==> config.mk <==
export PLATFORM = sky130hd
export DESIGN_NAME = seg_scan_ctrl
export DESIGN_NICKNAME = d
export VERILOG_FILES = /design/src/rtl/seg_scan_ctrl_pkg.sv /design/src/rtl/bcd7seg.sv /design/src/rtl/seg_scan_ctrl.sv
export SDC_FILE = /design/constraint.sdc
export NUM_CORES = 1
export LEC_CHECK = 0
export CAP_MARGIN = 20
export CORE_ASPECT_RATIO = 0.5
export CORE_MARGIN = 2
export CORE_UTILIZATION = 35
export DETAILED_ROUTE_END_ITERATION = 8
export PLACE_DENSITY = 0.54
export SLEW_MARGIN = 20
export SYNTH_ARGS = -nofsm -noshare
export SYNTH_HDL_FRONTEND = slang
export SYNTH_SLANG_ARGS = --single-unit
export TNS_END_PERCENT = 30
==> constraint.sdc <==
create_clock -name clk -period 3.5 [get_ports clk]
set_input_delay 0.7 -clock clk [delete_from_list [all_inputs] [get_ports clk]]
set_output_delay 0.7 -clock clk [all_outputs]
set_load 0.05 [all_outputs]
==> src/rtl/seg_scan_ctrl_pkg.sv <==
// Shared types and constants for the four-digit seven-segment scan controller.
package seg_scan_ctrl_pkg;

  typedef enum logic {
    ST_GUARD = 1'b0,
    ST_SHOW  = 1'b1
  } state_t;

  localparam logic [0:6] BLANK_GLYPH = 7'b1111111;
  localparam int         NUM_DIGITS  = 4;

endpackage

==> src/rtl/bcd7seg.sv <==
// Hex nibble to seven-segment decoder; active-high segments, seg[0:6] = a..g.
module bcd7seg (
  input  logic [3:0] hex,
  output logic [0:6] seg
);

  always_comb begin
    unique case (hex)
      4'h0: seg = 7'b1111110;
      4'h1: seg = 7'b0110000;
      4'h2: seg = 7'b1101101;
      4'h3: seg = 7'b1111001;
      4'h4: seg = 7'b0110011;
      4'h5: seg = 7'b1011011;
      4'h6: seg = 7'b1011111;
      4'h7: seg = 7'b1110000;
      4'h8: seg = 7'b1111111;
      4'h9: seg = 7'b1111011;
      4'hA: seg = 7'b1110111;
      4'hB: seg = 7'b0011111;
      4'hC: seg = 7'b1001110;
      4'hD: seg = 7'b0111101;
      4'hE: seg = 7'b1001111;
      default: seg = 7'b1000111;
    endcase
  end

endmodule

==> src/rtl/seg_scan_ctrl.sv <==
// Multiplexed four-digit display scanner with anti-ghosting guard gaps,
// double-buffered display value and leading-zero blanking.
module seg_scan_ctrl
  import seg_scan_ctrl_pkg::*;
#(
  parameter int PRESCALE = 50000,
  parameter int GUARD    = 16
) (
  input  logic        clk,
  input  logic        rst,
  input  logic        wr_valid,
  output logic        wr_ready,
  input  logic [15:0] wr_data,
  input  logic [3:0]  wr_dp,
  input  logic        lz_blank,
  output logic [3:0]  an,
  output logic [0:6]  seg,
  output logic        dp,
  output logic        frame_done
);

  localparam int         CNT_MAX  = (PRESCALE > GUARD) ? PRESCALE : GUARD;
  localparam int         CW       = (CNT_MAX > 1) ? $clog2(CNT_MAX) : 1;
  localparam logic [1:0] LAST_IDX = 2'(NUM_DIGITS - 1);

  state_t        state_q, state_d;
  logic [1:0]    idx_q, idx_d;
  logic [CW-1:0] cnt_q, cnt_d;
  logic          frame_end;

  logic [15:0]   shadow_val, active_val;
  logic [3:0]    shadow_dp, active_dp;
  logic          shadow_full;

  logic [3:0]    nib;
  logic [0:6]    glyph;
  logic          upper_zero, blank;

  // NOTE: every always_comb output gets a default first so no path can infer a latch.
  always_comb begin
    state_d   = state_q;
    idx_d     = idx_q;
    cnt_d     = cnt_q + CW'(1);
    frame_end = 1'b0;
    unique case (state_q)
      ST_GUARD: if (cnt_q == CW'(GUARD - 1)) begin
        state_d = ST_SHOW;
        cnt_d   = '0;
      end
      ST_SHOW: if (cnt_q == CW'(PRESCALE - 1)) begin
        state_d   = ST_GUARD;
        idx_d     = idx_q + 2'd1;
        cnt_d     = '0;
        frame_end = (idx_q == LAST_IDX);
      end
    endcase
  end

  // NOTE: sequential state uses non-blocking assignments only, so every register
  // samples the pre-edge values regardless of statement order.
  always_ff @(posedge clk or posedge rst) begin
    if (rst) begin
      state_q <= ST_GUARD;
      idx_q   <= '0;
      cnt_q   <= '0;
    end else begin
      state_q <= state_d;
      idx_q   <= idx_d;
      cnt_q   <= cnt_d;
    end
  end

  // Outputs are derived from the next state so segments and anode switch on one edge.
  always_comb begin
    nib = active_val[{idx_d, 2'b00} +: 4];
    unique case (idx_d)
      2'd3:    upper_zero = (active_val[15:12] == 4'h0);
      2'd2:    upper_zero = (active_val[15:8]  == 8'h00);
      2'd1:    upper_zero = (active_val[15:4]  == 12'h000);
      default: upper_zero = 1'b0;
    endcase
    blank = lz_blank && upper_zero && !active_dp[idx_d];
  end

  bcd7seg u_dec (
    .hex (nib),
    .seg (glyph)
  );

  always_ff @(posedge clk or posedge rst) begin
    if (rst) begin
      an  <= 4'b1111;
      seg <= BLANK_GLYPH;
      dp  <= 1'b1;
    end else if (state_d == ST_SHOW && !blank) begin
      an  <= ~(4'b0001 << idx_d);
      seg <= ~glyph;
      dp  <= ~active_dp[idx_d];
    end else begin
      an  <= 4'b1111;
      seg <= BLANK_GLYPH;
      dp  <= 1'b1;
    end
  end

  // NOTE: the data registers are reset too, because the display must show 0 after reset.
  always_ff @(posedge clk or posedge rst) begin
    if (rst) begin
      shadow_full <= 1'b0;
      shadow_val  <= '0;
      shadow_dp   <= '0;
      active_val  <= '0;
      active_dp   <= '0;
      frame_done  <= 1'b0;
    end else begin
      frame_done <= frame_end;
      if (wr_valid && !shadow_full) begin
        shadow_val  <= wr_data;
        shadow_dp   <= wr_dp;
        shadow_full <= 1'b1;
      end else if (frame_end && shadow_full) begin
        active_val  <= shadow_val;
        active_dp   <= shadow_dp;
        shadow_full <= 1'b0;
      end
    end
  end

  assign wr_ready = ~shadow_full;

endmodule

=== After elaboration in Yosys (flattened, before gate mapping) ===
Memory sizes are Yosys's and may differ from the RTL's.
Index checks and enable logic that the tools add are counted.

* Add/subtract/negate cells: 2
* Magnitude comparators: 1
* Equal/unequal tests: 6
* Shifts and indexed selects: 2
* Multiplexer cells: 18
* Bitwise gates (word level): 6
* Reductions and logical operators: 13

{| class="wikitable"
|+ Operators by type and width
! kind !! count
|-
| $mux W16 || 2
|-
| $pmux W16 S2 || 1
|-
| $add A16 B1 Y16 const B || 1
|-
| $eq A16 B16 Y1 const B || 1
|-
| $eq A16 B4 Y1 const B || 1
|-
| $shiftx A16 B5 Y4 || 1
|-
| $logic_not A12 Y1 || 1
|-
| $logic_not A8 Y1 || 1
|-
| $mux W1 || 8
|-
| $mux W7 || 1
|-
| $not A7 Y7 || 1
|-
| $eq A2 B2 Y1 const B || 3
|-
| $logic_and A1 B1 Y1 || 5
|-
| $logic_not A4 Y1 || 1
|-
| $mux W2 || 2
|-
| $mux W4 || 1
|-
| $not A1 Y1 || 4
|-
| $not A4 Y4 || 1
|-
| $shl A1 B2 Y4 const A || 1
|-
| $logic_not A1 Y1 || 3
|-
| $lt A2 B3 Y1 const B || 1
|-
| $pmux W1 S3 || 1
|-
| $add A2 B1 Y2 const B || 1
|-
| $bmux W1 S2 || 1
|-
| other kinds (4) || 4
|}

* Flip-flop bits (word level): 73
* ROM bits: 112
* Input bits: 24
* Output and inout port bits: 14
* Word-level logic and storage cells: 61
* Memories: 1

{| class="wikitable"
|+ Memories
! name !! depth !! width !! rd ports !! clocked after memory_dff !! wr ports !! RTL line !! RTL
|-
| (no name shown) || 16 || 7 || 1 || 0 || 0 || bcd7seg.sv:8 || <nowiki>unique case (hex)</nowiki>
|}

=== Depth between registers and ports, before layout ===
* Depth in word-level cells: 10
* Depth in mapped cells: 12
* Gate-level depth less buffers: 10

=== Cells and area by module ===
From an unflattened synthesis, not the netlist that was laid out.

* Cells, all modules: 273
* Area total of the unflattened synthesis: 3520.9 um^2

{| class="wikitable"
|+ By module, submodules not included
! module !! instances !! cells an instance !! area an instance (um^2) !! seq. area each (um^2)
|-
| seg_scan_ctrl || 1 || 240 || 3238.1 || 1841.8
|-
| bcd7seg || 1 || 33 || 282.8 || 0.0
|}

=== Worst setup path after synthesis ===
OpenSTA, ideal clock, no wires.

* Path type: flip-flop to flip-flop
* From: register idx_q[1]
* To: register seg[4] (netlist name)
* Library setup time: 0.103 ns
* Data arrival time: 2.341 ns
* Data required time: 3.397 ns
* Path slack: 1.055 ns
* Cell stages (with the launch flop): 9
* Buffers on the path: 1
* Period minus slack after synthesis: 2.445 ns
* Path through: dfrtp_1 > ha_1 > buf_2 > mux4_2 > mux2i_1 > inv_1 > ha_1 > o2111ai_1 > o211ai_1

* Cells in the longest elaborated chain, start to end: 10
* Elaborated cells on any way between the ends: 18
* Classes of those cells: 1 x add/sub; 3 x eq/ne; 1 x shift; 6 x mux; 1 x bitwise; 5 x reduce/logical; 1 x memory

{| class="wikitable"
|+ RTL lines
! element !! RTL line !! RTL
|-
| from (decl) || seg_scan_ctrl.sv:27 || <nowiki>logic [1:0] idx_q, idx_d;</nowiki>
|-
| from (signal assigned) || seg_scan_ctrl.sv:68 || <nowiki>idx_q <= idx_d;</nowiki>
|-
| $add A2 B1 Y2 || seg_scan_ctrl.sv:52 || <nowiki>idx_d = idx_q + 2'd1;</nowiki>
|-
| $mux W2 || seg_scan_ctrl.sv:50 || <nowiki>ST_SHOW: if (cnt_q == CW'(PRESCALE - 1)) begin</nowiki>
|-
| $mux W2 * || seg_scan_ctrl.sv:45 || <nowiki>unique case (state_q)</nowiki>
|-
| parallel branches: the longest is 6 deep, another holds $mem_v2 Z16 W7 || n/a ||
|-
| $mux W7 * || seg_scan_ctrl.sv:95 || <nowiki>end else if (state_d == ST_SHOW && !blank) begin</nowiki>
|-
| to (signal assigned) || seg_scan_ctrl.sv:97 || <nowiki>seg <= ~glyph;</nowiki>
|-
| to (decl) || seg_scan_ctrl.sv:17 || <nowiki>output logic [0:6] seg,</nowiki>
|}

Every way passes the cells marked *. The select of a mux whose other input is x is not followed.
A chain may end at the register's enable or synchronous reset.

=== Final worst setup path ===
Ends and elaborated chain as after synthesis.

==> results.toml <==
[floorplan]
die_w_um = 146.5
core_mm2 = 0.009666
die-area_mm2 = 0.01102
rows = 25
die_h_um = 75.24
ioPinCount = 38
start_util = 0.3675

[worst_setup_path]
rr_endpoint = "seg[4]$_DFF_PP1_"
cp.required_ns = 3.72
startpoint_type = "flop"
critical_path_class = "reg2reg"
reg2reg_from = "idx_q[1]$_DFF_PP0_"
ff2ff_path_depth = 7
endpoint_kind = "flop"
worstSetupEndpoint = "seg[4]$_DFF_PP1_"
cp_max_fo = 13
ff2ff_setup_slack_ns = 0.59
startpoint = "idx_q[1]$_DFF_PP0_"
crit_arrival_ns = 3.13

[worst_hold_path]
min_path_type = "reg2reg"

[sta]
setup_viol = 0
hold_viol_final = 0
drv_slew = 0
worst_pin_slew_ns = 0.7146
finClkSkew_ns = 0.008837
rsz0062_at_grt = "false"
fin_crit_sh = 0.8312
fin_setup_tns_ns = 0
worst_hold_slack_ns = 0.4727
period_minus_slack_ns = 2.909
relSlewSlack = 0.5223
fmax_mhz = 343.7
fin_ws_ns = 0.5907

[logic_synthesis]
ys_types = 49
yosysSeqAreaShare = 0.5185
syn_inst = 320
synth_area_per_cell_um2 = 11.10
yosysWarnings = 0
syn-cell-area_mm2 = 0.003552
syn_nets = 352
synthFlopType = "dfrtp_1"
synthArstFlopShare = 1.000
synth_edf_count = 0
synth.ff_latch_count = 73

[drt]
wl_per_cell_um = 14.07
post-route-drc-count = 0
drtIter0Drc = 148
via_per_inst = 4.804
num_vias = 2402
first_pass_iters = 4
final_antenna_net_count = 0
wirelength_um = 7033

[grt]
grt.overflow.total = 0
grt_max_degree = 50
grt_pass1_wl_um = 11950
grt_pass1_vias = 2380
grtUsageTotal = 0.1420
antenna_found_initial = 0

[clock_network]
cts_setup_buffers = 0
clock-sinks = 73
clkTransAtPathRegs_ns = 0.06
postCtsResizedCells = 0
root_buffer = "clkbuf_16"
ctsLongestPathBuffers = 2
cts_htree_levels = 3
clk_latency_ns = 0.33
hold_buffers = 0
numCtsBuffers = 9
cts_tree = "done"

[cells_and_area]
fillCellCount = 889
antennaDiodeCount = 0
instances_no_fill = 500
fin_nets = 392
drive_above_1_share = 0.2110
final_cell_area_mm2 = 0.004399
seqCellArea_mm2 = 0.001842
area_delta_synth_final_pct = 23.85
multi_input_area_mm2 = 0.001608

[placed_design]
dp_hpwl_um = 5184
post-place-ws_ns = 0.5963
portBuffers = 37
place_area_mm2 = 0.004069
gp_congestion = 0.8460
dp.cells = 484

[power_and_ir_drop]
p_per_area_mw_per_mm2 = 444.5
leakage_nw = 2.012
ir_worst_vdd_uv = 225.1

[status]
status = "complete, no violations"

[job]
maxCapViolCount = 0
==> routing by layer <==
metal,part of all wire,up-vias,routed length (um),global-route usage
li1,-,1170,-,-
met2,0.42,46,2968,0.2117
met3,0.057,11,400,0.05091
met4,0.015,0,104,0.04962
met5,0,-,0,0
met1,0.51,1175,3559,0.1946
==> stage by stage <==
stage / util / total power, mW
after floorplan: - / 0.9325
after global placement: 0.4210 / 0.9705
after detailed placement: 0.4210 / 0.9744
after CTS: 0.4551 / 1.980
after global routing: 0.4551 / 2.030
final: 0.4551 / 1.955
==> layout by cell type (no fill, tap or decap), types with 3 or more instances in the layout <==
| master | Yosys | layout |
|---|---|---|
| or3_1 | 4 | 4 |
| mux2i_1 | 7 | 7 |
| nor4_1 | 3 | 3 |
| xnor2_1 | 5 | 5 |
| and2_1 | 3 | 3 |
| ha_1 | 8 | 8 |
| clkbuf_16 | 0 | 9 |
| and3_1 | 6 | 6 |
| nor2b_1 | 5 | 5 |
| dfstp_2 | 12 | 12 |
| inv_1 | 10 | 9 |
| nand3_1 | 13 | 13 |
| mux4_2 | 7 | 7 |
| mux2_2 | 25 | 25 |
| xor2_1 | 11 | 11 |
| nor3_1 | 4 | 3 |
| nand2_1 | 75 | 75 |
| buf_4 | 1 | 3 |
| nor2_1 | 17 | 17 |
| dfrtp_1 | 61 | 61 |
| clkdlybuf4s50_1 | 0 | 37 |
==> critical path: stages, from the launching register on <==
cell	delay, ns
dfrtp_1	0.55
ha_1	0.53
mux4_2	0.57
mux2i_1	0.38
inv_1	0.13
ha_1	0.28
o2111ai_1	0.23
o211ai_1	0.13
==> final cells by class <==
cell class | count | share of cell area
inverters | 10 | 0.008532
multi-input cells | 225 | 0.3655
clock inverters | 5 | 0.01763
well taps | 135 | 0.03840
flip-flops and latches | 73 | 0.4187
repair buffers | 41 | 0.09386
clock buffers | 11 | 0.05745
==> state kept, by name, summed over array words and instances (netlist names), 2 cells and up <==
register,cells
active_val,16
seg,7
idx_q,2
shadow_dp,4
active_dp,4
shadow_val,16
cnt_q,16
an,4
==> worst min path at each step <==
stage                              start                         to  slack (ns)  cells past startpoint
2_1_floorplan         cnt_q[0]$_DFF_PP0_         cnt_q[0]$_DFF_PP0_        0.43                      1
3_3_place_gp          cnt_q[0]$_DFF_PP0_         cnt_q[0]$_DFF_PP0_        0.44                      1
3_5_place_dp   shadow_val[3]$_DFFE_PP0P_  active_val[3]$_DFFE_PP0P_        0.46                      2
4_1_cts        shadow_val[3]$_DFFE_PP0P_  active_val[3]$_DFFE_PP0P_        0.48                      2
5_1_grt        shadow_val[3]$_DFFE_PP0P_  active_val[3]$_DFFE_PP0P_        0.50                      2
6_report              cnt_q[0]$_DFF_PP0_         cnt_q[0]$_DFF_PP0_        0.47                      1
==> report_power, final <==
group	internal, mW	switching [mW]
clock	0.660	0.338
sequential	0.872	0.0146
combinational	0.0444	0.0260
total	1.58	0.379
==> synthesized netlist by cell type (3+ instances only) <==
master	instances	area (um^2)
nand2_1	75	281.5
dfrtp_1	61	1526
mux2_2	25	281.5
nor2_1	17	63.81
nand3_1	13	65.06
dfstp_2	12	315.3
xor2_1	11	96.34
inv_1	10	37.54
ha_1	8	100.1
mux2i_1	7	70.07
mux4_2	7	157.7
and3_1	6	37.54
buf_2	5	25.02
nor2b_1	5	31.28
xnor2_1	5	43.79
nor3_1	4	20.02
or3_1	4	25.02
and2_1	3	18.77
clkbuf_1	3	11.26
nor4_1	3	18.77
==> cell families (layout without fill, tap and decap cells) <==
logic type,Yosys count,after routing,share of synthesized area
AOI/OAI and AO/OA,21,21,0.05073
and+or+nand+nor,140,140,0.1832
muxes,40,40,0.1497
adders and majority gates,8,8,0.02818
xor gates and xnor gates,16,16,0.03945
buffers and inverters,22,67,0.03029
DFF,73,73,0.5185
Power figures use the tool's default switching activity.
